File: src/rtl/spi_sclk_engine_if.sv
// Request/status bundle between an SPI frame requester (master) and the
// SCLK/CS engine (slave).
interface spi_sclk_engine_if #(
   parameter int DIV_WIDTH = 16,
   parameter int MAX_BITS  = 32
);
   localparam int NB_W = $clog2(MAX_BITS + 1);

   logic                 start_i;
   logic                 abort_i;
   logic [DIV_WIDTH-1:0] div_i;
   logic                 cpol_i;
   logic                 cpha_i;
   logic [NB_W-1:0]      nbits_i;
   logic                 cs_n_o;
   logic                 sclk_o;
   logic                 sample_stb_o;
   logic                 shift_stb_o;
   logic                 busy_o;
   logic                 done_o;
   logic [NB_W-1:0]      bit_idx_o;

   modport master (
      output start_i, abort_i, div_i, cpol_i, cpha_i, nbits_i,
      input  cs_n_o, sclk_o, sample_stb_o, shift_stb_o, busy_o, done_o, bit_idx_o
   );

   modport slave (
      input  start_i, abort_i, div_i, cpol_i, cpha_i, nbits_i,
      output cs_n_o, sclk_o, sample_stb_o, shift_stb_o, busy_o, done_o, bit_idx_o
   );
endinterface

File: src/rtl/spi_sclk_engine.sv
// SPI clock/frame engine: owns chip select, generates SCLK in all four
// CPOL/CPHA modes and emits one-cycle sample/shift strobes for a shift register.
module spi_sclk_engine #(
   parameter int DIV_WIDTH = 16,
   parameter int MAX_BITS  = 32,
   parameter int CS_SETUP  = 2,
   parameter int CS_HOLD   = 2
) (
   input  logic             clk,
   input  logic             rst_n,
   spi_sclk_engine_if.slave bus
);
   localparam int NB_W    = $clog2(MAX_BITS + 1);
   localparam int EDG_W   = NB_W + 1;
   localparam int GAP_MAX = (CS_SETUP > CS_HOLD) ? CS_SETUP : CS_HOLD;
   localparam int GAP_W   = $clog2(GAP_MAX) + 1;

   localparam logic [GAP_W-1:0] SETUP_LAST = GAP_W'(CS_SETUP - 1);
   localparam logic [GAP_W-1:0] HOLD_LAST  = GAP_W'(CS_HOLD - 1);
   localparam logic [NB_W-1:0]  NBITS_MAX  = NB_W'(MAX_BITS);

   typedef enum logic [1:0] {
      ST_IDLE  = 2'd0,
      ST_SETUP = 2'd1,
      ST_RUN   = 2'd2,
      ST_HOLD  = 2'd3
   } state_t;

   state_t               r_state;
   state_t               w_state_nxt;
   logic [DIV_WIDTH-1:0] r_div;
   logic [DIV_WIDTH-1:0] w_div_nxt;
   logic                 r_cpol;
   logic                 w_cpol_nxt;
   logic                 r_cpha;
   logic                 w_cpha_nxt;
   logic [NB_W-1:0]      r_nbits;
   logic [NB_W-1:0]      w_nbits_nxt;
   logic [DIV_WIDTH-1:0] r_half_cnt;
   logic [DIV_WIDTH-1:0] w_half_cnt_nxt;
   logic [GAP_W-1:0]     r_gap_cnt;
   logic [GAP_W-1:0]     w_gap_cnt_nxt;
   logic [EDG_W-1:0]     r_edge_cnt;
   logic [EDG_W-1:0]     w_edge_cnt_nxt;
   logic                 r_cs_n;
   logic                 w_cs_n_nxt;
   logic                 r_sclk;
   logic                 w_sclk_nxt;
   logic                 r_sample_stb;
   logic                 w_sample_stb_nxt;
   logic                 r_shift_stb;
   logic                 w_shift_stb_nxt;
   logic                 r_busy;
   logic                 w_busy_nxt;
   logic                 r_done;
   logic                 w_done_nxt;
   logic [NB_W-1:0]      r_bit_idx;
   logic [NB_W-1:0]      w_bit_idx_nxt;

   logic [EDG_W-1:0]     w_edge_inc;
   logic                 w_leading;
   logic                 w_last_edge;
   logic                 w_start_ok;
   logic [NB_W-1:0]      w_nbits_clamp;

   assign w_edge_inc    = r_edge_cnt + EDG_W'(1);
   assign w_leading     = w_edge_inc[0];
   assign w_last_edge   = (w_edge_inc == {r_nbits, 1'b0});
   // A start landing in the done cycle is dropped, not deferred.
   assign w_start_ok    = bus.start_i && !bus.abort_i && !r_done;
   assign w_nbits_clamp = (bus.nbits_i > NBITS_MAX) ? NBITS_MAX : bus.nbits_i;

   // FSM state register
   always_ff @(posedge clk or negedge rst_n) begin
      if (!rst_n) begin
         r_state <= ST_IDLE;
      end else begin
         r_state <= w_state_nxt;
      end
   end

   // Next-state, counter and output decode
   always_comb begin
      w_state_nxt      = r_state;
      w_div_nxt        = r_div;
      w_cpol_nxt       = r_cpol;
      w_cpha_nxt       = r_cpha;
      w_nbits_nxt      = r_nbits;
      w_half_cnt_nxt   = r_half_cnt;
      w_gap_cnt_nxt    = r_gap_cnt;
      w_edge_cnt_nxt   = r_edge_cnt;
      w_cs_n_nxt       = r_cs_n;
      w_sclk_nxt       = r_sclk;
      w_busy_nxt       = r_busy;
      w_bit_idx_nxt    = r_bit_idx;
      w_sample_stb_nxt = 1'b0;
      w_shift_stb_nxt  = 1'b0;
      w_done_nxt       = 1'b0;

      if ((r_state != ST_IDLE) && bus.abort_i) begin
         w_state_nxt = ST_IDLE;
         w_cs_n_nxt  = 1'b1;
         w_sclk_nxt  = r_cpol;
         w_busy_nxt  = 1'b0;
      end else begin
         case (r_state)
            ST_IDLE: begin
               w_cs_n_nxt = 1'b1;
               w_busy_nxt = 1'b0;
               w_sclk_nxt = r_cpol;
               if (w_start_ok) begin
                  w_state_nxt    = ST_SETUP;
                  w_div_nxt      = bus.div_i;
                  w_cpol_nxt     = bus.cpol_i;
                  w_cpha_nxt     = bus.cpha_i;
                  w_nbits_nxt    = w_nbits_clamp;
                  w_half_cnt_nxt = {DIV_WIDTH{1'b0}};
                  w_gap_cnt_nxt  = {GAP_W{1'b0}};
                  w_edge_cnt_nxt = {EDG_W{1'b0}};
                  w_bit_idx_nxt  = {NB_W{1'b0}};
                  w_cs_n_nxt     = 1'b0;
                  w_busy_nxt     = 1'b1;
                  w_sclk_nxt     = bus.cpol_i;
               end else begin
                  w_state_nxt = ST_IDLE;
               end
            end
            ST_SETUP: begin
               if (r_gap_cnt == SETUP_LAST) begin
                  w_gap_cnt_nxt  = {GAP_W{1'b0}};
                  w_half_cnt_nxt = {DIV_WIDTH{1'b0}};
                  if (r_nbits == {NB_W{1'b0}}) begin
                     w_state_nxt = ST_HOLD;
                  end else begin
                     w_state_nxt = ST_RUN;
                  end
               end else begin
                  w_gap_cnt_nxt = r_gap_cnt + GAP_W'(1);
               end
            end
            ST_RUN: begin
               if (r_half_cnt == r_div) begin
                  w_half_cnt_nxt = {DIV_WIDTH{1'b0}};
                  w_sclk_nxt     = ~r_sclk;
                  w_edge_cnt_nxt = w_edge_inc;
                  // Odd edges lead; the final trailing edge has no bit to shift out.
                  if (w_leading) begin
                     w_sample_stb_nxt = ~r_cpha;
                     w_shift_stb_nxt  = r_cpha;
                  end else begin
                     w_sample_stb_nxt = r_cpha;
                     w_shift_stb_nxt  = ~r_cpha & ~w_last_edge;
                     w_bit_idx_nxt    = r_bit_idx + NB_W'(1);
                  end
                  if (w_last_edge) begin
                     w_state_nxt   = ST_HOLD;
                     w_gap_cnt_nxt = {GAP_W{1'b0}};
                  end else begin
                     w_state_nxt = ST_RUN;
                  end
               end else begin
                  w_half_cnt_nxt = r_half_cnt + DIV_WIDTH'(1);
               end
            end
            ST_HOLD: begin
               if (r_gap_cnt == HOLD_LAST) begin
                  w_state_nxt   = ST_IDLE;
                  w_gap_cnt_nxt = {GAP_W{1'b0}};
                  w_cs_n_nxt    = 1'b1;
                  w_busy_nxt    = 1'b0;
                  w_done_nxt    = 1'b1;
               end else begin
                  w_gap_cnt_nxt = r_gap_cnt + GAP_W'(1);
               end
            end
            default: begin
               w_state_nxt = ST_IDLE;
               w_cs_n_nxt  = 1'b1;
               w_busy_nxt  = 1'b0;
               w_sclk_nxt  = r_cpol;
            end
         endcase
      end
   end

   // Configuration, counters and registered outputs
   always_ff @(posedge clk or negedge rst_n) begin
      if (!rst_n) begin
         r_div        <= {DIV_WIDTH{1'b0}};
         r_cpol       <= 1'b0;
         r_cpha       <= 1'b0;
         r_nbits      <= {NB_W{1'b0}};
         r_half_cnt   <= {DIV_WIDTH{1'b0}};
         r_gap_cnt    <= {GAP_W{1'b0}};
         r_edge_cnt   <= {EDG_W{1'b0}};
         r_cs_n       <= 1'b1;
         r_sclk       <= 1'b0;
         r_sample_stb <= 1'b0;
         r_shift_stb  <= 1'b0;
         r_busy       <= 1'b0;
         r_done       <= 1'b0;
         r_bit_idx    <= {NB_W{1'b0}};
      end else begin
         r_div        <= w_div_nxt;
         r_cpol       <= w_cpol_nxt;
         r_cpha       <= w_cpha_nxt;
         r_nbits      <= w_nbits_nxt;
         r_half_cnt   <= w_half_cnt_nxt;
         r_gap_cnt    <= w_gap_cnt_nxt;
         r_edge_cnt   <= w_edge_cnt_nxt;
         r_cs_n       <= w_cs_n_nxt;
         r_sclk       <= w_sclk_nxt;
         r_sample_stb <= w_sample_stb_nxt;
         r_shift_stb  <= w_shift_stb_nxt;
         r_busy       <= w_busy_nxt;
         r_done       <= w_done_nxt;
         r_bit_idx    <= w_bit_idx_nxt;
      end
   end

   assign bus.cs_n_o       = r_cs_n;
   assign bus.sclk_o       = r_sclk;
   assign bus.sample_stb_o = r_sample_stb;
   assign bus.shift_stb_o  = r_shift_stb;
   assign bus.busy_o       = r_busy;
   assign bus.done_o       = r_done;
   assign bus.bit_idx_o    = r_bit_idx;
endmodule
File: src/flat_wrapper.sv
// flat-port wrapper written by rule: the top's interface ports become plain ports
module spi_sclk_engine_flat 
#(
   parameter int DIV_WIDTH = 16,
   parameter int MAX_BITS  = 32,
   parameter int CS_SETUP  = 2,
   parameter int CS_HOLD   = 2
)
  (clk, rst_n, bus_start_i, bus_abort_i, bus_div_i, bus_cpol_i, bus_cpha_i, bus_nbits_i, bus_cs_n_o, bus_sclk_o, bus_sample_stb_o, bus_shift_stb_o, bus_busy_o, bus_done_o, bus_bit_idx_o);
  spi_sclk_engine_if #(.DIV_WIDTH(DIV_WIDTH), .MAX_BITS(MAX_BITS)) bus_i ();
  input  logic clk;
  input  logic rst_n;
  input wire logic [$bits(bus_i.start_i)-1:0] bus_start_i;
  input wire logic [$bits(bus_i.abort_i)-1:0] bus_abort_i;
  input wire logic [$bits(bus_i.div_i)-1:0] bus_div_i;
  input wire logic [$bits(bus_i.cpol_i)-1:0] bus_cpol_i;
  input wire logic [$bits(bus_i.cpha_i)-1:0] bus_cpha_i;
  input wire logic [$bits(bus_i.nbits_i)-1:0] bus_nbits_i;
  output wire logic [$bits(bus_i.cs_n_o)-1:0] bus_cs_n_o;
  output wire logic [$bits(bus_i.sclk_o)-1:0] bus_sclk_o;
  output wire logic [$bits(bus_i.sample_stb_o)-1:0] bus_sample_stb_o;
  output wire logic [$bits(bus_i.shift_stb_o)-1:0] bus_shift_stb_o;
  output wire logic [$bits(bus_i.busy_o)-1:0] bus_busy_o;
  output wire logic [$bits(bus_i.done_o)-1:0] bus_done_o;
  output wire logic [$bits(bus_i.bit_idx_o)-1:0] bus_bit_idx_o;
  assign bus_i.start_i = bus_start_i;
  assign bus_i.abort_i = bus_abort_i;
  assign bus_i.div_i = bus_div_i;
  assign bus_i.cpol_i = bus_cpol_i;
  assign bus_i.cpha_i = bus_cpha_i;
  assign bus_i.nbits_i = bus_nbits_i;
  assign bus_cs_n_o = bus_i.cs_n_o;
  assign bus_sclk_o = bus_i.sclk_o;
  assign bus_sample_stb_o = bus_i.sample_stb_o;
  assign bus_shift_stb_o = bus_i.shift_stb_o;
  assign bus_busy_o = bus_i.busy_o;
  assign bus_done_o = bus_i.done_o;
  assign bus_bit_idx_o = bus_i.bit_idx_o;
  spi_sclk_engine #(.DIV_WIDTH(DIV_WIDTH), .MAX_BITS(MAX_BITS), .CS_SETUP(CS_SETUP), .CS_HOLD(CS_HOLD)) u_core (.clk(clk), .rst_n(rst_n), .bus(bus_i));
endmodule
File: config.mk
export PLATFORM = sky130hd
export DESIGN_NAME = spi_sclk_engine_flat
export DESIGN_NICKNAME = d
export VERILOG_FILES = /design/src/rtl/spi_sclk_engine_if.sv /design/src/rtl/spi_sclk_engine.sv /design/src/flat_wrapper.sv
export SDC_FILE = /design/constraint.sdc
export NUM_CORES = 1
export LEC_CHECK = 0
export CAP_MARGIN = 40
export CORE_AREA = 4 4 81 83
export DETAILED_ROUTE_END_ITERATION = 10
export DIE_AREA = 0 0 85 87
export PLACE_DENSITY = 0.82
export REMOVE_ABC_BUFFERS = 1
export SKIP_LAST_GASP = 1
export SYNTH_ARGS = -nofsm -noshare
export SYNTH_HDL_FRONTEND = slang
export SYNTH_SLANG_ARGS = --single-unit
File: constraint.sdc
create_clock -name clk -period 5.45 [get_ports clk]
set_clock_uncertainty 0.2 [all_clocks]
set_input_delay 1.09 -clock clk [delete_from_list [all_inputs] [get_ports clk]]
set_output_delay 1.09 -clock clk [all_outputs]
set_load 0.05 [all_outputs]
Word-level counts from Yosys, hierarchy flattened:

Index checks and enable logic that the tools add are counted.

* register bits: 63
* word-level logic and storage cells: 109
* output and inout bits: 12

* equality and inequality tests: 14
* reductions and logical operators: 22
* magnitude comparators: 1
* mux-type cells: 48
* bitwise logic cells: 5
* add/subtract/negate cells: 4

Operators by type and width (count)
* 16-bit two-way mux: 3
* 16-bit one-hot mux with 3 select lines: 1
* 6-bit two-way mux: 4
* 1-bit two-way mux: 23
* 16-bit by 1-bit adder with 16-bit output (second input constant): 1
* 16-bit == test: 1
* 2-bit two-way mux: 8
* 7-bit two-way mux: 2
* 7-bit one-hot mux with 2 select lines: 1
* 6-bit one-hot mux with 2 select lines: 1
* 4-bit AND reduction: 3
* 3-bit by 1-bit inequality test with 1-bit output (second input constant): 3
* 3-bit nonzero test: 3
* 2-bit by 1-bit inequality test with 1-bit output (second input constant): 4
* 2-bit one-hot mux with 4 select lines: 1
* 7-bit by 1-bit adder with 7-bit output (second input constant): 1
* 7-bit == test: 1
* 6-bit by 1-bit adder with 6-bit output (second input constant): 1
* 6-bit > comparator (second input constant): 1
* 6-bit logical NOT: 1
* 1-bit one-hot mux with 2 select lines: 3
* 2-bit one-hot mux with 3 select lines: 1
* 2-bit AND reduction: 3
* 3-bit AND reduction: 2
* other kinds (12): 21

Longest topological paths before layout:

* word-level depth: 8
* gate-level depth with buffers: 8
* mapped depth without buffers: 8

Worst setup path after synthesis:

Ideal clock, no wire load.

* kind: in2reg
* start: input port bus_start_i
* end: register u_core.r_half_cnt[13]
* data required time: 5.124 ns
* slack: 2.750 ns
* arrival time: 2.373 ns
* cell stages on the path: 7
* buffers on the path: 0
* cell sequence: nand2b_1 > a21oi_2 > o311ai_1 > nor3b_2 > nand3_1 > xor2_1 > nor2_1

* cells in the longest elaborated chain, start to end: 4

Ends and longest elaborated chain
* start, declared: line flat_wrapper.sv:13 `input wire logic [$bits(bus_i.start_i)-1:0] bus_start_i;`
* 1-bit logical AND (2 in a row): line spi_sclk_engine.sv:70 `assign w_start_ok = bus.start_i && !bus.abort_i && !r_done;`
* 2-bit by 1-bit inequality test with 1-bit output (no source line)
* 4-bit AND reduction (no source line)
* end signal, assigned: line spi_sclk_engine.sv:193 `r_half_cnt <= {DIV_WIDTH{1'b0}};`
* end signal, assigned: line spi_sclk_engine.sv:208 `r_half_cnt <= w_half_cnt_nxt;`
* end, declared: line spi_sclk_engine.sv:39 `logic [DIV_WIDTH-1:0] r_half_cnt;`

No other way between the ends.
A chain may end at the register's enable or synchronous reset.

Worst setup path in the final report:

* start: input port bus_start_i
* end: register u_core.r_half_cnt[6]

Same word-level chain as after synthesis.

==> out/qor.txt <==
CP max stage delay -> 0.46 ns
drt drc -> 0
Num CTS Buffers -> 9
max layer used -> met4
Die ar. -> 0.00740 mm²
Initial Util -> 0.579
synthesized flop and latch total -> 63
hold path start -> u_core.bus.busy_o
EDFF count, synth -> 0
Post-CTS Setup Bufs -> 0
count of pins over their slew limit -> 0
Fillers -> 439
GRT Total Usage -> 0.206
clk sinks -> 63
Setup WS pre-CTS -> 2.01 ns
Yosys top cell area share -> 0.458
met1 wire length -> 3050 µm
CP arrival -> 3.17 ns
row count -> 28
TritonCTS clock tree -> done
Leakage Power -> 1.72 nW
synthesized area -> 0.00339 mm²
multi-input logic area -> 0.00173 mm²
FFs w/ async S/R, synth -> 1.00
status -> complete, no violations
crit path max fanout -> 12
Clock Latency Late Sink -> 0.35 ns
GR Overflow Total -> 0
reg2reg path depth -> 7
Min-Delay Endpoint -> u_core.bus.busy_o
most common cell in the synthesized netlist -> dfrtp_1
register area -> 0.00158 mm²
FMAX -> 320 MHz
vias in the first global route -> 2587
Critical R2R Capture -> u_core.bus.bit_idx_o[3]
clk slew on worst S/H paths -> 0.07 ns
Peak VDD IR -> 0.264 mV
Post-DRT Antenna Nets -> 0
unrepaired setup endpoints after global routing -> no
ys flop type -> dfrtp_1
Layout Utilization -> 0.689
Netlist cell types -> 45
worst path cell trace -> clkdlybuf4s50_1, nand2b_1, a21oi_2, o311a_1, nand3_1, o31ai_1
CP bufs+invs -> 1
largest net degree at the start of global routing -> 64
CP max-delay cell -> o311a_1
WL final -> 7160 µm
Max Buffers Root-to-Sink -> 2
Setup-failing EPs final -> 0
reg2reg setup slack -> 2.68 ns
cell taking the most area after synthesis -> dfrtp_1
final hold vios -> 0
first-pass GRT wire length -> 12000 µm
# resized after CTS -> 0
Vias/cell -> 5.82
sequential-to-total area share from yosys stat -> 0.466
Ant. Diodes -> 0
height of the die -> 87 µm
power per cell area -> 431 mW/mm²
final cycle utilization of the critical path -> 0.573
hold path depth -> 1
Syn Inst Count -> 350
initial antenna violation count -> 0
WL/cell -> 15.3 µm
final critical-path required period -> 3.12 ns
Slew @ Worst Pin -> 0.850 ns
worst hold path class -> reg2reg
Syn Area/Cell -> 9.67 µm²
CP Capture Type -> register
CTS Hold Buffers Added -> 0
worst flop-to-flop path startpoint -> u_core.r_state[0]
First-pass DRT Iterations -> 4
Nets -> 424
I/O pins -> 40
Synth Warn # -> 0
layout cell share with drive strength beyond 1 -> 0.115
Max Cap Violations -> 0
H-tree levels -> 3
WP data required -> 5.50 ns
Vias -> 2726
Crit path max-delay family -> compound AO/OA/AOI/OAI gates
met2 WL -> 3580 µm
final worst-path setup slack -> 2.33 ns
Area Overhead vs Synth -> 19.0%
CTS root buf -> clkbuf_8
GPL Wtd Cong -> 0.857
most common library cells after synthesis -> 62 x dfrtp_1, 45 x nand2_1, 39 x o21ai_0, 20 x mux2_2, 20 x xor2_1
routed wl met3 -> 377 µm
Core Area -> 0.00585 mm²
DR iter-0 viols -> 126
Post-DP HPWL -> 4900 µm
CP Launch Type -> primary input
Final Hold Slack -> 0.277 ns
port bufs -> 39
die width -> 85 µm
largest cells by area after synthesis -> dfrtp_1 46%, mux2_2 6.7%, o21ai_0 5.8%
TNS Setup -> 0 ns
headroom to the max-slew limit -> 0.433
CP Class -> in2reg
-- sequential cells by signal, summed over array words and instances (netlist names) --
name                     count
u_core.bus.cs_n_o            1
u_core.r_nbits               6
u_core.r_state               2
u_core.bus.bit_idx_o         6
u_core.r_div                16
u_core.r_cpha                1
u_core.r_cpol                1
u_core.bus.sclk_o            1
u_core.r_gap_cnt             2
u_core.r_edge_cnt            7
u_core.bus.shift_stb_o       1
u_core.bus.busy_o            1
u_core.bus.sample_stb_o      1
u_core.bus.done_o            1
u_core.r_half_cnt           16
-- how the worst max path moves through the flow --
stage                 from  slack (ns)               endpoint  depth (start not counted)
2_1_floorplan  bus_start_i        2.74  u_core.r_half_cnt[13]                          7
3_3_place_gp   bus_start_i        2.08  u_core.r_half_cnt[10]                          6
3_5_place_dp   bus_start_i        2.01   u_core.r_half_cnt[9]                          6
4_1_cts        bus_start_i        2.36   u_core.r_half_cnt[6]                          6
5_1_grt        bus_start_i        2.15  u_core.r_half_cnt[12]                          6
6_report       bus_start_i        2.33   u_core.r_half_cnt[6]                          6
-- kinds of logic after synthesis --
| group | after synthesis | share of synthesized area |
|---|---|---|
| AO/OA/AOI/OAI | 76 | 0.133 |
| XOR/XNOR | 27 | 0.0698 |
| adder cells (fa/ha/maj) | 7 | 0.0259 |
| buffers and inverters | 20 | 0.0244 |
| flip-flops | 63 | 0.466 |
| multiplexers | 25 | 0.0817 |
| AND/OR/NAND/NOR | 132 | 0.199 |
-- layout by cell type, fill, tap and decap left out, types with 10 or more instances in the layout --
cell,count
a21oi_1,10
and3_1,11
clkdlybuf4s50_1,38
dfrtp_1,62
mux2_2,20
nand2_1,45
nand3_1,11
nor2_1,18
nor4_1,10
o21ai_0,39
xor2_1,20
-- per-layer routing --
| layer | up-vias | track usage |
|---|---|---|
| met5 | - | 0 |
| met4 | 0 | 0.102 |
| met3 | 13 | 0.0369 |
| met2 | 76 | 0.347 |
| met1 | 1301 | 0.257 |
| li1 | 1336 | - |
-- area by class of cell --
type,count,share of cell area
Multi-Input combinational cell,267,0.428
Sequential cell,63,0.391
Timing Repair Buffer,43,0.108
Clock buffer,11,0.0326
Tap cell,75,0.0233
Clock inverter,4,0.0118
Inverter,5,0.00466
-- through the flow --
step | std cells | total power, mW | instance area, µm²
3_5_place_dp | 453 | 1.36 | 3850
4_1_cts | 468 | 1.75 | 4030
5_1_grt | 468 | 1.85 | 4030
6_report | 468 | 1.74 | 4030
2_1_floorplan | 335 | 1.16 | 3320
3_3_place_gp | 452 | 1.33 | 3820
-- power by group --
group	switching [mW]	total (mW)	leakage, nW	internal (mW)
Sequential	0.111	0.707	0.822	0.596
Combinational	0.366	0.645	0.811	0.279
Clock	0.177	0.385	0.0892	0.207
Total	0.655	1.74	1.72	1.08
(Power assumes the default switching activity.)
